===== config.mk =====
export PLATFORM = sky130hd
export DESIGN_NAME = vga_timing_gen
export DESIGN_NICKNAME = d
export VERILOG_FILES = /design/src/rtl/vga_timing_gen.sv
export SDC_FILE = /design/constraint.sdc
export NUM_CORES = 1
export LEC_CHECK = 0
export ABC_CLOCK_PERIOD_IN_PS = 6400
export CELL_PAD_IN_SITES_DETAIL_PLACEMENT = 0
export CELL_PAD_IN_SITES_GLOBAL_PLACEMENT = 1
export CORE_ASPECT_RATIO = 0.75
export CORE_MARGIN = 1.5
export CORE_UTILIZATION = 43
export DETAILED_ROUTE_END_ITERATION = 12
export PLACE_DENSITY_LB_ADDON = 0.1
export SYNTH_ARGS = -nofsm -noshare
export SYNTH_HDL_FRONTEND = slang
export SYNTH_SLANG_ARGS = --single-unit

===== constraint.sdc =====
create_clock -name iCLK -period 6.4 [get_ports iCLK]
set_input_delay 0.64 -clock iCLK [delete_from_list [all_inputs] [get_ports iCLK]]
set_output_delay 0.64 -clock iCLK [all_outputs]
set_load 0.05 [all_outputs]

===== src/rtl/vga_timing_gen.sv =====
// Single-clock VGA/LCD raster timing generator with pixel-fetch lookahead and test patterns.
// Requests lead the DAC outputs by RD_LAT+1 cycles so host read data lines up with BLANK.
module vga_timing_gen #(
  parameter int unsigned H_FRONT = 16,
  parameter int unsigned H_SYNC  = 96,
  parameter int unsigned H_BACK  = 48,
  parameter int unsigned H_ACT   = 640,
  parameter int unsigned V_FRONT = 10,
  parameter int unsigned V_SYNC  = 2,
  parameter int unsigned V_BACK  = 33,
  parameter int unsigned V_ACT   = 480,
  parameter bit          HS_POL  = 1'b0,
  parameter bit          VS_POL  = 1'b0,
  parameter int unsigned RD_LAT  = 2,
  parameter int unsigned CW      = 10,
  parameter int unsigned XW      = 11,
  parameter int unsigned AW      = 22
) (
  input  logic          iCLK,
  input  logic          iRST_N,
  input  logic [1:0]    iMode,
  input  logic [CW-1:0] iRed,
  input  logic [CW-1:0] iGreen,
  input  logic [CW-1:0] iBlue,
  output logic          oRequest,
  output logic [XW-1:0] oCurrent_X,
  output logic [XW-1:0] oCurrent_Y,
  output logic [AW-1:0] oAddress,
  output logic          oFrame_Start,
  output logic [CW-1:0] oVGA_R,
  output logic [CW-1:0] oVGA_G,
  output logic [CW-1:0] oVGA_B,
  output logic          oVGA_HS,
  output logic          oVGA_VS,
  output logic          oVGA_BLANK,
  output logic          oVGA_SYNC,
  output logic          oVGA_CLOCK
);

  localparam int unsigned H_BLANK = H_FRONT + H_SYNC + H_BACK;
  localparam int unsigned H_TOTAL = H_BLANK + H_ACT;
  localparam int unsigned V_BLANK = V_FRONT + V_SYNC + V_BACK;
  localparam int unsigned V_TOTAL = V_BLANK + V_ACT;
  localparam int unsigned HW      = $clog2(H_TOTAL);
  localparam int unsigned VW      = $clog2(V_TOTAL);
  localparam int unsigned BAR_W   = H_ACT / 8;
  localparam int unsigned BW      = $clog2(BAR_W) + 1;
  localparam logic [CW-1:0] GREY  = {1'b1, {(CW-1){1'b0}}};

  logic [HW-1:0] h_cnt_q, h_cnt_d;
  logic [VW-1:0] v_cnt_q, v_cnt_d;
  logic          h_end, v_end;

  logic          act_raw, hs_raw, vs_raw, fs_raw, border_raw;
  logic [HW-1:0] x_raw;
  logic [VW-1:0] y_raw;

  logic          req_q, req_d;
  logic [XW-1:0] x_q, x_d, y_q, y_d;
  logic [AW-1:0] addr_q, addr_d;
  logic          fs_q, fs_d;
  logic          hs_req_q, hs_req_d, vs_req_q, vs_req_d;
  logic          border_q, border_d;
  logic [BW-1:0] bar_cnt_q, bar_cnt_d;
  logic [2:0]    bar_idx_q, bar_idx_d;

  logic [RD_LAT:0] blank_dly_q, blank_dly_d;
  logic [RD_LAT:0] hs_dly_q, hs_dly_d;
  logic [RD_LAT:0] vs_dly_q, vs_dly_d;
  logic [RD_LAT-1:0][3:0] pat_q, pat_d;

  logic [1:0]    mode_q, mode_d;
  logic [CW-1:0] r_q, r_d, g_q, g_d, b_q, b_d;
  logic [CW-1:0] pix_r, pix_g, pix_b;
  logic [2:0]    bar_s;
  logic          brd_s;

  always_comb begin
    h_end   = (h_cnt_q == HW'(H_TOTAL - 1));
    v_end   = (v_cnt_q == VW'(V_TOTAL - 1));
    h_cnt_d = h_end ? '0 : h_cnt_q + HW'(1);
    v_cnt_d = v_cnt_q;
    if (h_end) begin
      v_cnt_d = v_end ? '0 : v_cnt_q + VW'(1);
    end
  end

  always_comb begin
    act_raw    = (h_cnt_q >= HW'(H_BLANK)) && (v_cnt_q >= VW'(V_BLANK));
    hs_raw     = (h_cnt_q >= HW'(H_FRONT)) && (h_cnt_q < HW'(H_FRONT + H_SYNC));
    vs_raw     = (v_cnt_q >= VW'(V_FRONT)) && (v_cnt_q < VW'(V_FRONT + V_SYNC));
    fs_raw     = (h_cnt_q == HW'(H_BLANK)) && (v_cnt_q == VW'(V_BLANK));
    x_raw      = h_cnt_q - HW'(H_BLANK);
    y_raw      = v_cnt_q - VW'(V_BLANK);
    border_raw = (x_raw == '0) || (x_raw == HW'(H_ACT - 1)) ||
                 (y_raw == '0) || (y_raw == VW'(V_ACT - 1));
  end

  // Request stage: one cycle behind the counters.
  always_comb begin
    req_d     = act_raw;
    x_d       = act_raw ? XW'(x_raw) : '0;
    y_d       = act_raw ? XW'(y_raw) : '0;
    fs_d      = fs_raw;
    hs_req_d  = hs_raw;
    vs_req_d  = vs_raw;
    border_d  = border_raw;
    addr_d    = addr_q;
    bar_cnt_d = bar_cnt_q;
    bar_idx_d = bar_idx_q;
    if (act_raw) begin
      addr_d = fs_raw ? '0 : addr_q + AW'(1);
      if (h_cnt_q == HW'(H_BLANK)) begin
        bar_cnt_d = '0;
        bar_idx_d = '0;
      end else if (bar_cnt_q == BW'(BAR_W - 1)) begin
        bar_cnt_d = '0;
        bar_idx_d = bar_idx_q + 3'd1;
      end else begin
        bar_cnt_d = bar_cnt_q + BW'(1);
      end
    end
  end

  // Bar/border code only needs to reach the data-sample point, RD_LAT cycles on.
  always_comb begin
    blank_dly_d = {blank_dly_q[RD_LAT-1:0], req_q};
    hs_dly_d    = {hs_dly_q[RD_LAT-1:0], hs_req_q};
    vs_dly_d    = {vs_dly_q[RD_LAT-1:0], vs_req_q};
    pat_d       = pat_q;
    pat_d[0]    = {bar_idx_q, border_q};
    for (int i = 1; i < int'(RD_LAT); i++) begin
      pat_d[i] = pat_q[i-1];
    end
  end

  always_comb begin
    bar_s = pat_q[RD_LAT-1][3:1];
    brd_s = pat_q[RD_LAT-1][0];
    pix_r = '0;
    pix_g = '0;
    pix_b = '0;
    unique case (mode_q)
      2'd0: begin
        pix_r = iRed;
        pix_g = iGreen;
        pix_b = iBlue;
      end
      2'd1: begin
        pix_r = {CW{~bar_s[1]}};
        pix_g = {CW{~bar_s[2]}};
        pix_b = {CW{~bar_s[0]}};
      end
      2'd2: begin
        pix_r = {CW{brd_s}};
        pix_g = {CW{brd_s}};
        pix_b = {CW{brd_s}};
      end
      2'd3: begin
        pix_r = GREY;
        pix_g = GREY;
        pix_b = GREY;
      end
      default: ;
    endcase
    r_d    = blank_dly_q[RD_LAT-1] ? pix_r : '0;
    g_d    = blank_dly_q[RD_LAT-1] ? pix_g : '0;
    b_d    = blank_dly_q[RD_LAT-1] ? pix_b : '0;
    mode_d = fs_q ? iMode : mode_q;
  end

  always_ff @(posedge iCLK or negedge iRST_N) begin
    if (!iRST_N) begin
      h_cnt_q     <= '0;
      v_cnt_q     <= '0;
      req_q       <= 1'b0;
      x_q         <= '0;
      y_q         <= '0;
      addr_q      <= '0;
      fs_q        <= 1'b0;
      hs_req_q    <= 1'b0;
      vs_req_q    <= 1'b0;
      border_q    <= 1'b0;
      bar_cnt_q   <= '0;
      bar_idx_q   <= '0;
      blank_dly_q <= '0;
      hs_dly_q    <= '0;
      vs_dly_q    <= '0;
      pat_q       <= '0;
      mode_q      <= '0;
      r_q         <= '0;
      g_q         <= '0;
      b_q         <= '0;
    end else begin
      h_cnt_q     <= h_cnt_d;
      v_cnt_q     <= v_cnt_d;
      req_q       <= req_d;
      x_q         <= x_d;
      y_q         <= y_d;
      addr_q      <= addr_d;
      fs_q        <= fs_d;
      hs_req_q    <= hs_req_d;
      vs_req_q    <= vs_req_d;
      border_q    <= border_d;
      bar_cnt_q   <= bar_cnt_d;
      bar_idx_q   <= bar_idx_d;
      blank_dly_q <= blank_dly_d;
      hs_dly_q    <= hs_dly_d;
      vs_dly_q    <= vs_dly_d;
      pat_q       <= pat_d;
      mode_q      <= mode_d;
      r_q         <= r_d;
      g_q         <= g_d;
      b_q         <= b_d;
    end
  end

  assign oRequest     = req_q;
  assign oCurrent_X   = x_q;
  assign oCurrent_Y   = y_q;
  assign oAddress     = addr_q;
  assign oFrame_Start = fs_q;
  assign oVGA_R       = r_q;
  assign oVGA_G       = g_q;
  assign oVGA_B       = b_q;
  // Delay stages hold "sync asserted"; polarity is applied only at the pin.
  assign oVGA_HS      = hs_dly_q[RD_LAT] ? HS_POL : ~HS_POL;
  assign oVGA_VS      = vs_dly_q[RD_LAT] ? VS_POL : ~VS_POL;
  assign oVGA_BLANK   = blank_dly_q[RD_LAT];
  assign oVGA_SYNC    = 1'b1;
  assign oVGA_CLOCK   = ~iCLK;

endmodule


---- Word-level counts from Yosys, hierarchy flattened ----
Index checks and enable logic that the tools add are counted.
Widths: inputs -> output; s select.
word-level totals
  input bits .............................. 34
  flip-flop bits (word level) ............. 127
  word-level logic and storage cells ...... 77
operators by class
  mux-type cells .......................... 17
  equality and inequality tests ........... 10
  bitwise gates (word level) .............. 4
  $lt $le $gt $ge ......................... 6
  reductions and logical operators ........ 12
  add/subtract/negate cells ............... 7
operators by type and width
  kind                   number
  $pmux 10 s4            3
  $mux 10                7
  $eq 10x10->1 const B   3
  $add 22x1->22 const B  1
  $mux 22                1
  $add 10x1->10 const B  2
  $logic_not 10->1       2
  $mux 8                 2
  $eq 10x6->1 const B    1
  $eq 10x8->1 const B    1
  $eq 10x9->1 const B    1
  $ge 10x4->1 const B    1
  $ge 10x5->1 const B    1
  $ge 10x6->1 const B    1
  $ge 10x8->1 const B    1
  $lt 10x4->1 const B    1
  $lt 10x7->1 const B    1
  $sub 10x6->10 const B  1
  $sub 10x8->10 const B  1
  $add 8x1->8 const B    1
  $eq 8x7->1 const B     1
  $mux 3                 2
  $eq 2x2->1 const B     2
  $logic_and 1x1->1      4
  8 further kinds        14

---- Longest topological paths before layout ----
Gate-level depths: netlist of the first run.
  word-level depth ........................ 5
  mapped depth ............................ 10

==> metrics, run 1 <==
CTS Hold Buffers Added=0; Remaining DRCs=0; number of H-tree levels=4; fin. max-slew vios=0; initial antenna violation count=0; Seq cells post-synth=127; final hold slack=0.343 ns; Pwr per Cell Area=245 nW/um2; Via Count=4,260; Vert. Die Dim=103 um; Root Driver=clkbuf_16; CTS buffer count=17; Req. time, crit path=5.76 ns; category of the most critical setup path=clock port to primary output; fin cells=819; TNS Setup=0 ns; RSZ-0062 raised after global routing=false; syn_area_per_cell=10.7 um2; IO Count=115; Mapped Area=5710 um2; Cell variety after synth=59; type of origin of the critical path=clock port; die area=14,000 um2; post-synth top area share=55.7%; final count of negative-setup-slack endpoints=0; Max clock buf depth=2; Synth Instances=536; Layout area overhead=30.8%; vias in the first global route=3,960; Final Wtd Congestion=0.820; post-placement cell count=787; Setup Buffers After CTS=0; Synth area leaders=dfrtp_1, o21a_1, xnor2_1; PostCTS Resize Cnt=0; Seq/Total Area, Yosys=55.7%; drt via density=5.20; Slew @ Worst Pin=1.06 ns; I/O Buffers=111; # rows=36; detailed placement HPWL=8580 um; global-route wire length before repair=20,600 um; Async SR Flop Fraction=100%; Maximum Capacitance Violations=0; ant diodes=0; status=finished clean; Worst Skew=0.0116 ns; Pre-antenna DRT Iters=4; Pleak=3.31 nW; Clock transition at path regs=0.06 ns; Worst EP arrival=4.42 ns; crit end category=primary output; relative slew slack=29.0%; GR Overflow Total=0; worst hold path class=register to register; ys flop type=dfrtp_1; width of the die=136 um; core area=13,000 um2; endpoints failing hold=0; Post-Route WL=13,000 um; number of synthesized flops with an enable pin=0; share of post-route cells with drive strength above 1=7.10%; Peak VDD IR=198 uV; Final ANT Viol Nets=0; routed length per instance=15.8 um; Tot GR Track Use=19.1%; Max FO, Critical Path=16; Starting Density=44.0%; Synth Warn #=0; CTS tree=done; nets=682; DRT iter0 DRCs=168; area leader, netlist=dfrtp_1; pin count of the biggest net entering global routing=82; clk_lat worst skew=0.41 ns
report_power, final:
group | switching [mW] | internal [mW] | leakage [nW] | total (mW)
clock | 0.402 | 0.586 | 0.307 | 0.988
combinational | 0.0227 | 0.0179 | 1.27 | 0.0407
sequential | 0 | 0.803 | 1.73 | 0.803
registers in the layout, summed over array words and instances (netlist names), 4 cells and up:
name	cells
oAddress	22
h_cnt_q	10
oCurrent_X	10
oCurrent_Y	10
oVGA_B	10
oVGA_G	10
oVGA_R	10
v_cnt_q	10
bar_cnt_q	8
pat_d	4
metal layers:
| metal | part of all wire, % | up-vias | global-route usage [%] |
|---|---|---|---|
| met2 | 42 | 117 | 28.7 |
| met4 | 0.55 | 0 | 6.30 |
| met3 | 5.6 | 7 | 4.77 |
| met1 | 51 | 2051 | 27.2 |
| li1 | - | 2085 | - |
| met5 | 0 | - | 0 |
cell usage in the layout (no fill, tap or decap), types with 4 or more instances in the layout:
cell type	synthesis	layout
a21oi_1	20	20
xor2_1	8	8
nor4b_1	4	4
inv_6	0	4
nand2_1	35	35
dfrtp_1	127	127
nor2_1	42	42
or3_1	6	6
xnor2_1	20	20
or4_1	5	5
clkbuf_16	0	20
and3_1	10	10
nand4_1	5	5
clkdlybuf4s50_1	0	110
inv_1	20	20
and2_1	10	10
o21a_1	29	29
a2111oi_0	5	5
a211oi_1	6	6
o31ai_1	13	13
nand2b_1	6	6
and4_1	4	4
o21ai_0	29	29
nor3_1	9	9
ha_1	13	13
a21o_1	4	4
nand3_1	15	15
nor2b_1	9	9
or2_2	6	6
cell type report:
class	instances	area (um2)
clock inverters	12	93.8
flip-flops and latches	127	3180
well taps	171	214
multi-input cells	355	2280
fillers	1051	5500
inverters	21	78.8
clock buffers	22	514
repair buffers	111	1110
cell usage after synthesis, types with 3 or more instances:
| master | count |
|---|---|
| dfrtp_1 | 127 |
| nor2_1 | 42 |
| nand2_1 | 35 |
| o21a_1 | 29 |
| o21ai_0 | 29 |
| a21oi_1 | 20 |
| inv_1 | 20 |
| xnor2_1 | 20 |
| nand3_1 | 15 |
| clkbuf_1 | 13 |
| ha_1 | 13 |
| o31ai_1 | 13 |
| buf_2 | 12 |
| and2_1 | 10 |
| and3_1 | 10 |
| nor2b_1 | 9 |
| nor3_1 | 9 |
| xor2_1 | 8 |
| a211oi_1 | 6 |
| nand2b_1 | 6 |
| or2_2 | 6 |
| or3_1 | 6 |
| a2111oi_0 | 5 |
| nand4_1 | 5 |
| or4_1 | 5 |
| a21o_1 | 4 |
| and4_1 | 4 |
| buf_4 | 4 |
| nor4b_1 | 4 |
| a221oi_1 | 3 |
| nor4_1 | 3 |
| o211ai_1 | 3 |
| o21ai_1 | 3 |
| o41ai_1 | 3 |
worst max-delay path: stages:
cell and delay [ns]:
clkbuf_16 0.19, clkbuf_16 0.19, inv_1 0.05, clkdlybuf4s50_1 0.78
through the flow:
step	setup WS (ns)	util (%)	cell area [um2]	total power [mW]
finish	1.34	57.6	7470	1.83
global route	1.30	57.6	7470	1.90
CTS	1.32	57.6	7470	1.85
detailed placement	1.75	53.0	6870	0.898
global placement	1.75	53.0	6870	0.898
floorplan	2.26	-	5710	0.850
cells by family (layout without fill, tap and decap cells):
logic type / count (synthesis) / count (layout) / synth area share (%)
mux: 1 / 1 / 0.197
fa+ha+maj: 13 / 13 / 2.85
other cells: 2 / 3 / 0.132
flops: 127 / 127 / 55.7
simple gates: 180 / 180 / 16.8
compound gates: 130 / 130 / 15.6
xor+xnor: 28 / 28 / 4.30
buf+inv: 55 / 166 / 4.40
worst paths after layout:
path	slack, ns	end	start	depth (start not counted)
worst max-delay path	1.34	oVGA_CLOCK	iCLK	4
worst min-delay path	0.34	hs_dly_q[2]	hs_dly_q[1]	0
worst max register to register	2.70	bar_cnt_q[2]	v_cnt_q[0]	8
worst min register to register	0.34	hs_dly_q[2]	hs_dly_q[1]	0
max in group asynchronous	4.86	h_cnt_q[6]	iRST_N	2
min in group asynchronous	0.40	mode_q[1]	iRST_N	1
Power figures use the tool's default switching activity.
==> run 2: changes to the inputs <==
- ABC_CLOCK_PERIOD_IN_PS: 6400 -> 5200
- CORE_UTILIZATION: 43 -> 40
- clock period: 6.4 -> 5.2 ns (I/O delays scaled with it)
==> run 2 against run 1 <==
Power increased by 21%. Setup slack got worse by 0.49 ns. Sequential power rose by 23%. Final area about the same. Via count rose by 1.3%.
==> metrics, run 2 (synthesized netlist as in run 1, its figures left out) <==
status=finished clean; Via Count=4,314 (+1.3%); category of the most critical setup path=clock port to primary output; max reg flops=22 (unchanged); CTS tree=done; Req. time, crit path=4.68 ns (-1.08 ns); clk_lat worst skew=0.41 ns (about the same); Net Sw Power=0.523 mW (+23%); CP Cell Sequence=clkbuf_16, clkbuf_16, inv_1, clkdlybuf4s50_1; routed length per instance=15.7 um (-0.73%); number of H-tree levels=4 (unchanged); sw frac=23.6% (+0.38 points); RSZ-0062 raised after global routing=false; Max clock buf depth=2 (unchanged); global-route wire length before repair=21,400 um (+4.1%); most frequent cells in the layout=dfrtp_1, clkdlybuf4s50_1, nor2_1; Remaining DRCs=0 (unchanged); width of the die=141 um (+3.6%); Clock transition at path regs=0.06 ns (about the same); Root Driver=clkbuf_16; ant diodes=0 (unchanged); type of origin of the critical path=clock port; share of post-route cells with drive strength above 1=7.38% (+0.29 points); Clk network pwr share=53.3% (-0.6 points); Starting Density=41.2% (-2.8 points); Layout area overhead=30.8% (about the same); GR Overflow Total=0 (unchanged); initial antenna violation count=0 (unchanged); Post-Route WL=13,000 um (unchanged); IO Count=115 (unchanged); Post-Layout Inst Area=7470 um2 (about the same); drt via density=5.23 (+0.53%); CTS buffer count=17 (unchanged); Worst path max stage delay=0.79 ns (about the same); Final ANT Viol Nets=0 (unchanged); Pre-antenna DRT Iters=5 (+1); endpoints failing hold=0 (unchanged); core area=13,800 um2 (+6.7%); worst hold path class=input pin to asynchronous set/reset pin; final core utilization=54.0% (-3.6 points); relative slew slack=24.5% (-4.5 points); I/O Buffers=111 (unchanged); Setup Buffers After CTS=0 (unchanged); power share of the sequential group=44.5% (+0.7 points); placed cell area=6890 um2 (+0.29%); Largest delay share family, worst path=buffers and inverters; Maximum Capacitance Violations=0 (unchanged); Worst EP arrival=3.83 ns (-0.59 ns); pin count of the biggest net entering global routing=80 (-2.4%); Comb pwr share=2.2% (about the same); Most common cell on crit path=clkbuf_16; die area=15,000 um2 (+7.3%); # rows=37 (+2.8%); Slew @ Worst Pin=1.12 ns (+0.0663 ns); Tot GR Track Use=18.3% (-0.79 points); TNS Setup=0 ns (unchanged); nets=684 (+0.29%); detailed placement HPWL=8680 um (+1.2%); Pwr per Cell Area=297 nW/um2 (+21%); PostCTS Resize Cnt=0 (unchanged); fin. max-slew vios=0 (unchanged); DRT iter0 DRCs=175 (+4.2%); CTS Hold Buffers Added=0 (unchanged); vias in the first global route=4,064 (+2.6%); commonest non-fill, non-tap cell in the layout=dfrtp_1; crit end category=primary output; Final Wtd Congestion=0.832 (+1.5%); slowest stage cell, crit path=clkdlybuf4s50_1; Vert. Die Dim=106 um (+3.6%); final count of negative-setup-slack endpoints=0 (unchanged); Internal=1.70 mW (+21%); Worst Skew=0.00978 ns (-0.00186 ns); Peak VDD IR=218 uV (+10%); Max FO, Critical Path=16 (unchanged); CP bufs+invs=4 (unchanged); Pleak=3.31 nW (about the same); Power, Total=2.22 mW (+21%)
## run 2: changes by cell type in the layout (fill, tap and decap cells not counted)
cell       before  now
inv_6           4    2
inv_8           2    1
buf_4           2    4
clkinv_2        3    1
clkbuf_16      20   19
inv_4           0    3
inv_1          20   21
clkbuf_1        1    0
clkinv_4        2    5
## run 2: area by class of cell
cell class                      count  area (um2)
Clock buffer                       20         485
Clock inverter                     14         104
Fill cell                        1168        6370
Inverter                           21        78.8
Multi-Input combinational cell    355        2280
Sequential cell                   127        3180
Tap cell                          175         219
Timing Repair Buffer              113        1120
## run 2: power groups by stage
stage	logic, mW	clock network (mW)	registers (mW)
2_1_floorplan	0.00695	0.0325	1.01
3_3_place_gp	0.0513	0.0470	1.01
3_5_place_dp	0.0511	0.0470	1.01
4_1_cts	0.0516	1.21	0.988
5_1_grt	0.0556	1.26	0.988
6_report	0.0497	1.18	0.988
## run 2: metal layers
layer | track usage [%] | part of all wire [%] | wire length [um]
met3 | 5.54 | 6.2 | 804
met5 | 0 | 0 | 0
met2 | 26.0 | 43 | 5540
met4 | 6.55 | 1.1 | 148
met1 | 26.3 | 50 | 6480
## run 2: per-stage QoR
step	std cells	setup WS, ns	hold WS [ns]
finish	825	0.854	0.274
global route	825	0.810	0.347
CTS	825	0.836	0.298
detailed placement	793	1.27	0.336
global placement	793	1.27	0.332
floorplan	537	1.78	0.224
## run 2: worst register-to-register path, cell delays in order, from the launching register on
cell and delay, ns:
dfrtp_1 0.55, inv_1 0.14, ha_1 0.27, and3b_1 0.29, o21ai_1 0.07, buf_4 0.21
a2111o_1 0.59, or4_1 0.54, a21oi_1 0.15
## run 2: worst paths after layout
| check | from | to | slack [ns] | depth (start not counted) |
|---|---|---|---|---|
| hold reg to reg | blank_dly_q[0] | blank_dly_q[1] | 0.34 | 0 |
| setup reg to reg | v_cnt_q[0] | oAddress[21] | 2.31 | 8 |
| max in group asynchronous | iRST_N | vs_dly_q[1] | 3.72 | 2 |
| hold / removal | iRST_N | hs_dly_q[2] | 0.27 | 1 |
| setup / recovery | iCLK | oVGA_CLOCK | 0.85 | 4 |
| min in group iCLK | blank_dly_q[0] | blank_dly_q[1] | 0.34 | 0 |
==> run 3: changes to the inputs <==
- ABC_CLOCK_PERIOD_IN_PS: 5200 -> 4090
- clock period: 5.2 -> 4.09 ns (I/O delays scaled with it)
==> run 3 against run 2 <==
Setup slack worse by 0.44 ns. Global-route usage up 0.17 points. Register-to-register slack worse by 1.3 ns. Sequential cell count unchanged. Critical path depth stayed put. Clock-buffer cell count up 5. Sequential share of layout area about the same. First-iteration DRC count grew 17%. Clock power is 26% higher. Critical path type unchanged. Critical endpoint unchanged. Highest routed layer unchanged.
==> metrics, run 3 (synthesized netlist as in run 1, its figures left out) <==
Final ANT Viol Nets=0 (unchanged); Max FO, Critical Path=16 (unchanged); initial antenna violation count=0 (unchanged); final hold slack=0.150 ns (-0.124 ns); Comb pwr share=2.3% (about the same); ant diodes=0 (unchanged); PostCTS Resize Cnt=0 (unchanged); die area=15,000 um2 (unchanged); I/O Buffers=111 (unchanged); power share of the sequential group=44.7% (+0.2 points); routed length per instance=15.7 um (-0.28%); Clock transition at path regs=0.06 ns (about the same); clk_lat worst skew=0.41 ns (about the same); DRT iter0 DRCs=205 (+17%); share of post-route cells with drive strength above 1=6.16% (-1.2 points); Pre-antenna DRT Iters=6 (+1); most frequent cells in the layout=dfrtp_1, clkdlybuf4s50_1, nor2_1; CTS Hold Buffers Added=0 (unchanged); Clk network pwr share=53.0% (-0.3 points); Layout area overhead=30.9% (about the same); GR Overflow Total=0 (unchanged); Worst EP arrival=3.27 ns (-0.56 ns); endpoints failing hold=0 (unchanged); global-route wire length before repair=21,400 um (unchanged); crit end category=primary output; CTS buffer count=17 (unchanged); vias in the first global route=4,093 (+0.71%); fillers=1,192 (+2.1%); detailed placement HPWL=8760 um (+0.86%); RSZ-0062 raised after global routing=false; Max clock buf depth=2 (unchanged); Root Driver=clkbuf_16; width of the die=141 um (unchanged); register-to-register setup slack=1.03 ns (-1.28 ns); Final Wtd Congestion=0.834 (+0.23%); fin. max-slew vios=0 (unchanged); type of origin of the critical path=clock port; final count of negative-setup-slack endpoints=0 (unchanged); max reg flops=22 (unchanged); Worst Skew=0.00868 ns (-0.00110 ns); TNS Setup=0 ns (unchanged); commonest non-fill, non-tap cell in the layout=dfrtp_1; Pwr per Cell Area=376 nW/um2 (+27%); Post-Route WL=12,900 um (-0.40%); # rows=37 (unchanged); category of the most critical setup path=clock port to primary output; Slew @ Worst Pin=1.16 ns (+0.0425 ns); status=finished clean; Via Count=4,291 (-0.53%); Starting Density=41.2% (unchanged); number of H-tree levels=4 (unchanged); Internal=2.21 mW (+30%); nets=683 (-0.15%); Peak VDD IR=299 uV (+37%); Maximum Capacitance Violations=0 (unchanged); worst hold path class=input pin to asynchronous set/reset pin; pin count of the biggest net entering global routing=76 (-5.0%); CTS tree=done; relative slew slack=21.7% (-2.9 points); Req. time, crit path=3.68 ns (-1.00 ns); Tot GR Track Use=18.5% (+0.17 points); core area=13,800 um2 (unchanged); Vert. Die Dim=106 um (unchanged); Remaining DRCs=0 (unchanged); sw frac=21.3% (-2.2 points); IO Count=115 (unchanged); Setup Buffers After CTS=0 (unchanged); Pleak=3.32 nW (+0.28%); drt via density=5.21 (-0.41%); Net Sw Power=0.600 mW (+15%)
## run 3: metrics by stage
stage / std cells / area (um2) / worst slack [ns] / power [mW] / util [%]
after global routing: 824 / 7470 / 0.373 / 2.92 / 54.0
after floorplan: 537 / 5710 / 1.34 / 1.33 / -
final: 824 / 7470 / 0.414 / 2.81 / 54.0
after detailed placement: 792 / 6900 / 0.828 / 1.41 / 49.8
after CTS: 824 / 7470 / 0.391 / 2.86 / 54.0
after global placement: 792 / 6900 / 0.828 / 1.41 / 49.8
## run 3: layer usage
| metal | GRT usage, % | vias to the layer above | wire length (um) |
|---|---|---|---|
| met5 | 0 | - | 0 |
| met4 | 8.63 | 0 | 175 |
| met3 | 4.73 | 13 | 672 |
| met2 | 25.8 | 140 | 5450 |
| met1 | 26.7 | 2058 | 6630 |
| li1 | - | 2080 | - |
## run 3: cell type report
class | instances | area (um2) | share of cell area [%]
Inverter | 21 | 78.8 | 1.06
Timing Repair Buffer | 112 | 1130 | 15.1
Multi-Input combinational cell | 355 | 2280 | 30.6
Clock inverter | 9 | 38.8 | 0.519
Sequential cell | 127 | 3180 | 42.5
Clock buffer | 25 | 547 | 7.32
Tap cell | 175 | 219 | 2.93
## run 3: power groups by stage
stage / sequential [mW] / combinational [mW] / clock (mW)
detailed placement: 1.28 / 0.0673 / 0.0598
global route: 1.26 / 0.0726 / 1.59
global placement: 1.28 / 0.0675 / 0.0598
finish: 1.26 / 0.0651 / 1.49
floorplan: 1.28 / 0.00884 / 0.0413
CTS: 1.26 / 0.0683 / 1.53
## run 3: worst paths after layout
check,from,end,cells after the start
max,iCLK,oVGA_CLOCK,4
min,iRST_N,oVGA_R[5],1
max reg2reg,v_cnt_q[0],oAddress[21],7
min reg2reg,pat_d[7],bar_s[2],0
max in group asynchronous,iRST_N,oCurrent_X[9],2
min in group iCLK,pat_d[7],bar_s[2],0
## run 3: worst max-delay path: stages
cell and delay, ns:
clkbuf_16 0.20, clkbuf_16 0.19, inv_1 0.05, clkdlybuf4s50_1 0.79
